## src/rtl/alu_pkg.sv

```systemverilog
`default_nettype none
//==============================================================================
// alu_pkg : opcode/state types and step-count helpers for alu_seq_engine
// Rev 1.0
//==============================================================================
package alu_pkg;

   localparam int ALU_WIDTH = 8;
   localparam int ALU_NW    = 4;
   localparam int RES_W     = 2 * ALU_WIDTH;

   typedef enum logic [3:0] {
      OP_ADD  = 4'd0,
      OP_SUB  = 4'd1,
      OP_MUL  = 4'd2,
      OP_DIV  = 4'd3,
      OP_AND  = 4'd4,
      OP_OR   = 4'd5,
      OP_XOR  = 4'd6,
      OP_NOT  = 4'd7,
      OP_NAND = 4'd8,
      OP_NOR  = 4'd9,
      OP_XNOR = 4'd10,
      OP_SHL  = 4'd11,
      OP_SHR  = 4'd12,
      OP_ROL  = 4'd13,
      OP_ROR  = 4'd14,
      OP_CMP  = 4'd15
   } opcode_e;

   typedef enum logic [1:0] {
      IDLE = 2'd0,
      EXEC = 2'd1,
      DONE = 2'd2
   } state_e;

   function automatic logic is_iter(input opcode_e op);
      return op inside {OP_MUL, OP_DIV, OP_SHL, OP_SHR, OP_ROL, OP_ROR};
   endfunction

   // Cycles spent in EXEC; a zero shift amount still burns one step.
   function automatic int iter_count(input opcode_e op, input int n, input int w);
      if (op == OP_MUL || op == OP_DIV) return w;
      if (is_iter(op)) return (n == 0) ? 1 : n;
      return 1;
   endfunction

endpackage
`default_nettype wire

```

## src/rtl/alu_iter_unit.sv

```systemverilog
`default_nettype none
//==============================================================================
// alu_iter_unit : one-step-per-cycle datapath for MUL, DIV, shifts and rotates
// Rev 1.0
//==============================================================================
module alu_iter_unit
   import alu_pkg::*;
#(
   parameter int WIDTH = ALU_WIDTH,
   parameter int NW    = ALU_NW
) (
   input  logic                 clk,
   input  logic                 rst_n,
   input  logic                 i_start,
   input  opcode_e              i_op,
   input  logic [WIDTH-1:0]     i_a,
   input  logic [WIDTH-1:0]     i_b,
   input  logic [NW-1:0]        i_n,
   output logic                 o_done,
   output logic [2*WIDTH-1:0]   o_res_next
);

   localparam int c_max_steps = (WIDTH > (2**NW) - 1) ? WIDTH : (2**NW) - 1;
   localparam int c_cw        = $clog2(c_max_steps + 1);

   logic                 r_busy;
   opcode_e              r_op;
   logic [c_cw-1:0]      r_cnt;
   logic [2*WIDTH-1:0]   r_acc;
   logic [2*WIDTH-1:0]   r_x;
   logic [WIDTH-1:0]     r_y;
   logic [WIDTH-1:0]     r_rem;
   logic [WIDTH-1:0]     r_b;
   logic                 r_shift_en;

   logic [2*WIDTH-1:0]   w_acc_n;
   logic [2*WIDTH-1:0]   w_x_n;
   logic [WIDTH:0]       w_div_sh;
   logic                 w_div_ge;
   logic [WIDTH-1:0]     w_div_sub;
   logic [WIDTH-1:0]     w_rem_n;
   logic [WIDTH-1:0]     w_quo_n;

   assign w_acc_n = r_y[0] ? (r_acc + r_x) : r_acc;

   // Restoring division: r_y starts as the dividend and fills with quotient bits.
   assign w_div_sh  = {r_rem, r_y[WIDTH-1]};
   assign w_div_ge  = (w_div_sh >= {1'b0, r_b});
   assign w_div_sub = w_div_sh[WIDTH-1:0] - r_b;
   assign w_rem_n   = w_div_ge ? w_div_sub : w_div_sh[WIDTH-1:0];
   assign w_quo_n   = {r_y[WIDTH-2:0], w_div_ge};

   always_comb begin
      w_x_n = r_x;
      if (r_shift_en) begin
         case (r_op)
            OP_SHL:  w_x_n = r_x << 1;
            OP_SHR:  w_x_n = r_x >> 1;
            OP_ROL:  w_x_n = {{WIDTH{1'b0}}, r_x[WIDTH-2:0], r_x[WIDTH-1]};
            OP_ROR:  w_x_n = {{WIDTH{1'b0}}, r_x[0], r_x[WIDTH-1:1]};
            default: w_x_n = r_x;
         endcase
      end
   end

   always_comb begin
      case (r_op)
         OP_MUL:  o_res_next = w_acc_n;
         OP_DIV:  o_res_next = {w_rem_n, w_quo_n};
         default: o_res_next = w_x_n;
      endcase
   end

   assign o_done = r_busy && (r_cnt == c_cw'(1));

   always_ff @(posedge clk) begin
      if (!rst_n) begin
         r_busy     <= 1'b0;
         r_op       <= OP_ADD;
         r_cnt      <= '0;
         r_acc      <= '0;
         r_x        <= '0;
         r_y        <= '0;
         r_rem      <= '0;
         r_b        <= '0;
         r_shift_en <= 1'b0;
      end else if (i_start) begin
         r_busy     <= 1'b1;
         r_op       <= i_op;
         r_cnt      <= c_cw'(iter_count(i_op, int'(i_n), WIDTH));
         r_acc      <= '0;
         r_x        <= {{WIDTH{1'b0}}, i_a};
         r_y        <= (i_op == OP_DIV) ? i_a : i_b;
         r_rem      <= '0;
         r_b        <= i_b;
         r_shift_en <= (i_n != '0);
      end else if (r_busy) begin
         r_cnt <= r_cnt - c_cw'(1);
         if (r_cnt == c_cw'(1)) r_busy <= 1'b0;
         case (r_op)
            OP_MUL: begin
               r_acc <= w_acc_n;
               r_x   <= r_x << 1;
               r_y   <= r_y >> 1;
            end
            OP_DIV: begin
               r_rem <= w_rem_n;
               r_y   <= w_quo_n;
            end
            default: r_x <= w_x_n;
         endcase
      end
   end

endmodule
`default_nettype wire

```

## src/rtl/alu_seq_engine.sv

```systemverilog
`default_nettype none
//==============================================================================
// alu_seq_engine : handshaked multi-cycle ALU responder (IDLE -> EXEC -> DONE)
// Rev 1.0
//==============================================================================
module alu_seq_engine
   import alu_pkg::*;
#(
   parameter int WIDTH = ALU_WIDTH,
   parameter int NW    = ALU_NW
) (
   input  logic                 clk,
   input  logic                 rst_n,
   input  logic                 in_valid,
   output logic                 in_ready,
   input  logic [3:0]           opcode,
   input  logic [WIDTH-1:0]     a,
   input  logic [WIDTH-1:0]     b,
   input  logic [NW-1:0]        n_bit,
   output logic                 out_valid,
   input  logic                 out_ready,
   output logic [2*WIDTH-1:0]   result,
   output logic                 err
);

   localparam int c_res_w = 2 * WIDTH;

   state_e               r_state;
   state_e               w_state_n;
   opcode_e              r_op;
   logic [WIDTH-1:0]     r_a;
   logic [WIDTH-1:0]     r_b;
   logic [c_res_w-1:0]   r_result;
   logic                 r_err;

   logic                 w_accept;
   logic                 w_load;
   logic                 w_iter_start;
   logic                 w_iter_done;
   logic                 w_div_zero;
   logic [c_res_w-1:0]   w_iter_res;
   logic [c_res_w-1:0]   w_single_res;
   logic [WIDTH-1:0]     w_logic;
   logic [WIDTH:0]       w_sum;
   logic [WIDTH:0]       w_diff;

   assign w_iter_start = w_accept && is_iter(opcode_e'(opcode));
   assign w_div_zero   = (r_op == OP_DIV) && (r_b == '0);
   assign w_sum        = {1'b0, r_a} + {1'b0, r_b};
   assign w_diff       = {1'b0, r_a} - {1'b0, r_b};

   alu_iter_unit #(
      .WIDTH (WIDTH),
      .NW    (NW)
   ) u_iter (
      .clk        (clk),
      .rst_n      (rst_n),
      .i_start    (w_iter_start),
      .i_op       (opcode_e'(opcode)),
      .i_a        (a),
      .i_b        (b),
      .i_n        (n_bit),
      .o_done     (w_iter_done),
      .o_res_next (w_iter_res)
   );

   always_comb begin
      case (r_op)
         OP_AND:  w_logic = r_a & r_b;
         OP_OR:   w_logic = r_a | r_b;
         OP_XOR:  w_logic = r_a ^ r_b;
         OP_NOT:  w_logic = ~r_a;
         OP_NAND: w_logic = ~(r_a & r_b);
         OP_NOR:  w_logic = ~(r_a | r_b);
         OP_XNOR: w_logic = ~(r_a ^ r_b);
         default: w_logic = '0;
      endcase
   end

   // The (WIDTH+1)-bit difference is already two's complement; widen by its sign bit.
   always_comb begin
      case (r_op)
         OP_ADD:  w_single_res = {{(WIDTH-1){1'b0}}, w_sum};
         OP_SUB:  w_single_res = {{(WIDTH-1){w_diff[WIDTH]}}, w_diff};
         OP_CMP:  w_single_res = {{(c_res_w-3){1'b0}}, (r_a > r_b), (r_a == r_b), (r_a < r_b)};
         default: w_single_res = {{WIDTH{1'b0}}, w_logic};
      endcase
   end

   always_comb begin
      w_state_n = r_state;
      in_ready  = 1'b0;
      out_valid = 1'b0;
      w_accept  = 1'b0;
      w_load    = 1'b0;
      case (r_state)
         IDLE: begin
            in_ready = 1'b1;
            if (in_valid) begin
               w_accept  = 1'b1;
               w_state_n = EXEC;
            end
         end
         EXEC: begin
            if (!is_iter(r_op) || w_iter_done) begin
               w_load    = 1'b1;
               w_state_n = DONE;
            end
         end
         DONE: begin
            out_valid = 1'b1;
            if (out_ready) w_state_n = IDLE;
         end
         default: w_state_n = IDLE;
      endcase
   end

   always_ff @(posedge clk) begin
      if (!rst_n) begin
         r_state  <= IDLE;
         r_op     <= OP_ADD;
         r_a      <= '0;
         r_b      <= '0;
         r_result <= '0;
         r_err    <= 1'b0;
      end else begin
         r_state <= w_state_n;
         if (w_accept) begin
            r_op <= opcode_e'(opcode);
            r_a  <= a;
            r_b  <= b;
         end
         if (w_load) begin
            if (w_div_zero) begin
               r_result <= '1;
               r_err    <= 1'b1;
            end else begin
               r_result <= is_iter(r_op) ? w_iter_res : w_single_res;
               r_err    <= 1'b0;
            end
         end
      end
   end

   assign result = r_result;
   assign err    = r_err;

endmodule
`default_nettype wire
```

## config.mk

```make
export PLATFORM = sky130hd
export DESIGN_NAME = alu_seq_engine
export DESIGN_NICKNAME = d
export VERILOG_FILES = /design/src/rtl/alu_pkg.sv /design/src/rtl/alu_iter_unit.sv /design/src/rtl/alu_seq_engine.sv
export SDC_FILE = /design/constraint.sdc
export NUM_CORES = 1
export LEC_CHECK = 0
export CORE_UTILIZATION = 40
export CTS_BUF_LIST = sky130_fd_sc_hd__clkbuf_16
export DETAILED_ROUTE_END_ITERATION = 6
export SLEW_MARGIN = 20
export SYNTH_ARGS = -nofsm -noshare
export SYNTH_HDL_FRONTEND = slang
export SYNTH_SLANG_ARGS = --single-unit
```

## constraint.sdc

```tcl
create_clock -name clk -period 4.75 [get_ports clk]
set_input_delay 0.475 -clock clk [delete_from_list [all_inputs] [get_ports clk]]
set_output_delay 0.475 -clock clk [all_outputs]
set_load 0.01 [all_outputs]
```

==> results.yml <==
cts:
  htree_num_levels: 3
  numCtsBuffers: 9
  clk_latency_ns: 0.37
  cts-root-buf: "clkbuf_16"
  cts_tree: "done"
  clk_pin_slew_worst_paths_ns: 0.08
  hold_buffers: 0
  cts.path.max_buffers: 2
  postCtsResizedCells: 0
  cts_setup_buffers: 0
  cts.sinks: 105
timing:
  tns_ns: 0
  hold_viol: 0
  max_slew_margin_pct: 38.3
  worstMarginPinSlew_ns: 0.926
  fin_skew_ns: 0.0140
  max_freq_ghz: 0.296
  period_share_pct: 71.0
  period_minus_slack_ns: 3.37
  rsz0062_at_grt: "no"
  slew_viol_final: 0
  setup_viol: 0
setup_path:
  worstSetupPathType: "reg2reg"
  cp_slowest_cell: "a21oi_1"
  slowest_delay_ns: 0.86
  required_ns: 4.99
  cpMostUsedCell: "nor2b_1"
  crit_path_max_fanout: 13
  endpoint_kind: "flip-flop"
  reg2reg_setup_slack_ns: 1.38
  start_kind: "flip-flop"
  path_cells: "nor2b_1 -> nor2b_1 -> nand2b_1 -> a21oi_1 -> o221ai_1 -> o21ai_0 -> nor2_1"
  cp.arrival_ns: 3.61
synthesis:
  netlist.area_leader.share_pct: 26.6
  synth_cells: 1085
  yosysSeqAreaShare_pct: 26.6
  synth_nets: 1167
  async_flop_share_pct: 0
  synth-seq-cells: 105
  synth_edf_count: 0
  syn_avg_cell_area_um2: 7.30
  netlist_top_cells_area: "dfxtp_1 (27%), nand2_1 (8.4%), ha_1 (7.9%), a21oi_1 (7.5%), o21ai_0 (4.2%)"
  synth_area_um2: 7920
  yosysMostFrequentCell: "nand2_1"
  synth_ff_type: "dfxtp_1"
  yosys.area.top_type: "dfxtp_1"
  yosysUniqueCellTypes: 76
  synthTopCellsByCount: "nand2_1 (178), a21oi_1 (119), dfxtp_1 (105)"
  synth.yosys.warnings: 0
hold_path:
  hp-class: "reg2reg"
routing:
  vias_per_cell: 5.79
  drtAntennaViolNets: 0
  vias: 7795
  wl_um: 25000
  firstDrtPassIters: 5
  first_iter_violations: 604
  wl_per_cell_um: 18.6
  drc_errors: 0
cells_and_area:
  nFillCells: 2032
  syn_to_final_growth_pct: 11.3
  fin_nets: 1159
  seqCellArea_um2: 2100
  insertedDiodeCount: 0
  final_layout_size_suffix_gt1_share_pct: 4.62
  final_util_pct: 45.3
  multi_input_area_um2: 5310
grt:
  gr-total-overflow: 0
  grt_max_degree: 57
  grt_usage_pct: 25.3
  antenna_found_initial: 0
  grt_pass1_wl_um: 39700
  grt_pass1_vias: 7101
floorplan:
  io-pin-count: 47
  die_h_um: 143
  die_width_um: 143
  dieArea_um2: 20400
  rows: 51
  coreArea_um2: 19500
  initial_core_util_pct: 40.7
job:
  maxCapViolations: 0
power_and_ir_drop:
  p_total_mw: 2.36
  vdd_drop_max_v: 0.000219
  p_leak_nw: 3.14
  power_density_nw_per_um2: 268
placement:
  port_buffers: 46
  dpl.hpwl_um: 18700
  gp_congestion: 0.908
outcome:
  outcome: "complete, no violations"
## worst max-delay path, delay by kind of cell (launching register included)
family / cells / cell delay, ns
AND/OR/NAND/NOR: 4 / 1.52
flip-flops: 1 / 0.57
AO/OA/AOI/OAI: 3 / 1.16
## metal layers
layer  share of wire (%)  track usage (%)
met1                  49             36.6
met2                  43             38.8
met3                 6.2             3.12
met4                 2.0             7.81
met5                   0                0
## kinds of logic after synthesis
logic type	after synthesis	share of synthesized area, %
fa+ha+maj	54	8.91
mux	29	3.71
simple gates	389	22.3
buf+inv	126	6.45
xor+xnor	30	3.32
flops	105	26.6
compound gates	352	28.8
## metrics by stage
stage	instances	hold slack, ns	area [um^2]	setup slack [ns]
4_1_cts	1347	0.463	8810	1.49
5_1_grt	1347	0.493	8810	1.25
2_1_floorplan	1085	0.430	7920	2.28
6_report	1347	0.462	8810	1.38
3_5_place_dp	1331	0.452	8480	1.51
3_3_place_gp	1331	0.446	8480	1.49
## path summary, 6_finish.rpt
kind / startpoint / endpoint / depth (start not counted)
min reg2reg: u_iter.r_b[5]$_SDFFE_PN0P_ / u_iter.r_b[5]$_SDFFE_PN0P_ / 2
max reg2reg: u_iter.r_op[1]$_SDFFE_PN0P_ / u_iter.r_x[7]$_SDFFE_PN0P_ / 7
max: u_iter.r_op[1]$_SDFFE_PN0P_ / u_iter.r_x[7]$_SDFFE_PN0P_ / 7
min: u_iter.r_b[5]$_SDFFE_PN0P_ / u_iter.r_b[5]$_SDFFE_PN0P_ / 2
## registers in the layout, summed over array words and instances (netlist names)
name / flops
err: 1
r_a: 8
r_b: 8
r_op: 4
r_state: 2
result: 16
u_iter.r_acc: 16
u_iter.r_b: 8
u_iter.r_busy: 1
u_iter.r_cnt: 4
u_iter.r_op: 4
u_iter.r_rem: 8
u_iter.r_shift_en: 1
u_iter.r_x: 16
u_iter.r_y: 8
## power breakdown
part           switching (mW)  internal, mW  total (mW)
logic                   0.323         0.218       0.540
registers              0.0591         0.924       0.983
clock network           0.369         0.468       0.837
## placed cells by master, fill, tap and decap left out, types with 26 or more instances in the layout
cell             count
nand2_1            178
a21oi_1            119
dfxtp_1            105
nor2_1              88
o21ai_0             67
ha_1                50
inv_1               47
clkdlybuf4s50_1     46
a211oi_1            27
mux2i_1             26
## area by class of cell
type,count,area share [%]
timing repair buffer,60,6.42
inverter,47,2.00
sequential,105,23.9
clock buffer,9,2.56
tap,265,3.76
multi-input combinational,854,60.2
clock inverter,7,1.15
Note: power is estimated with default switching activity, not from simulation.
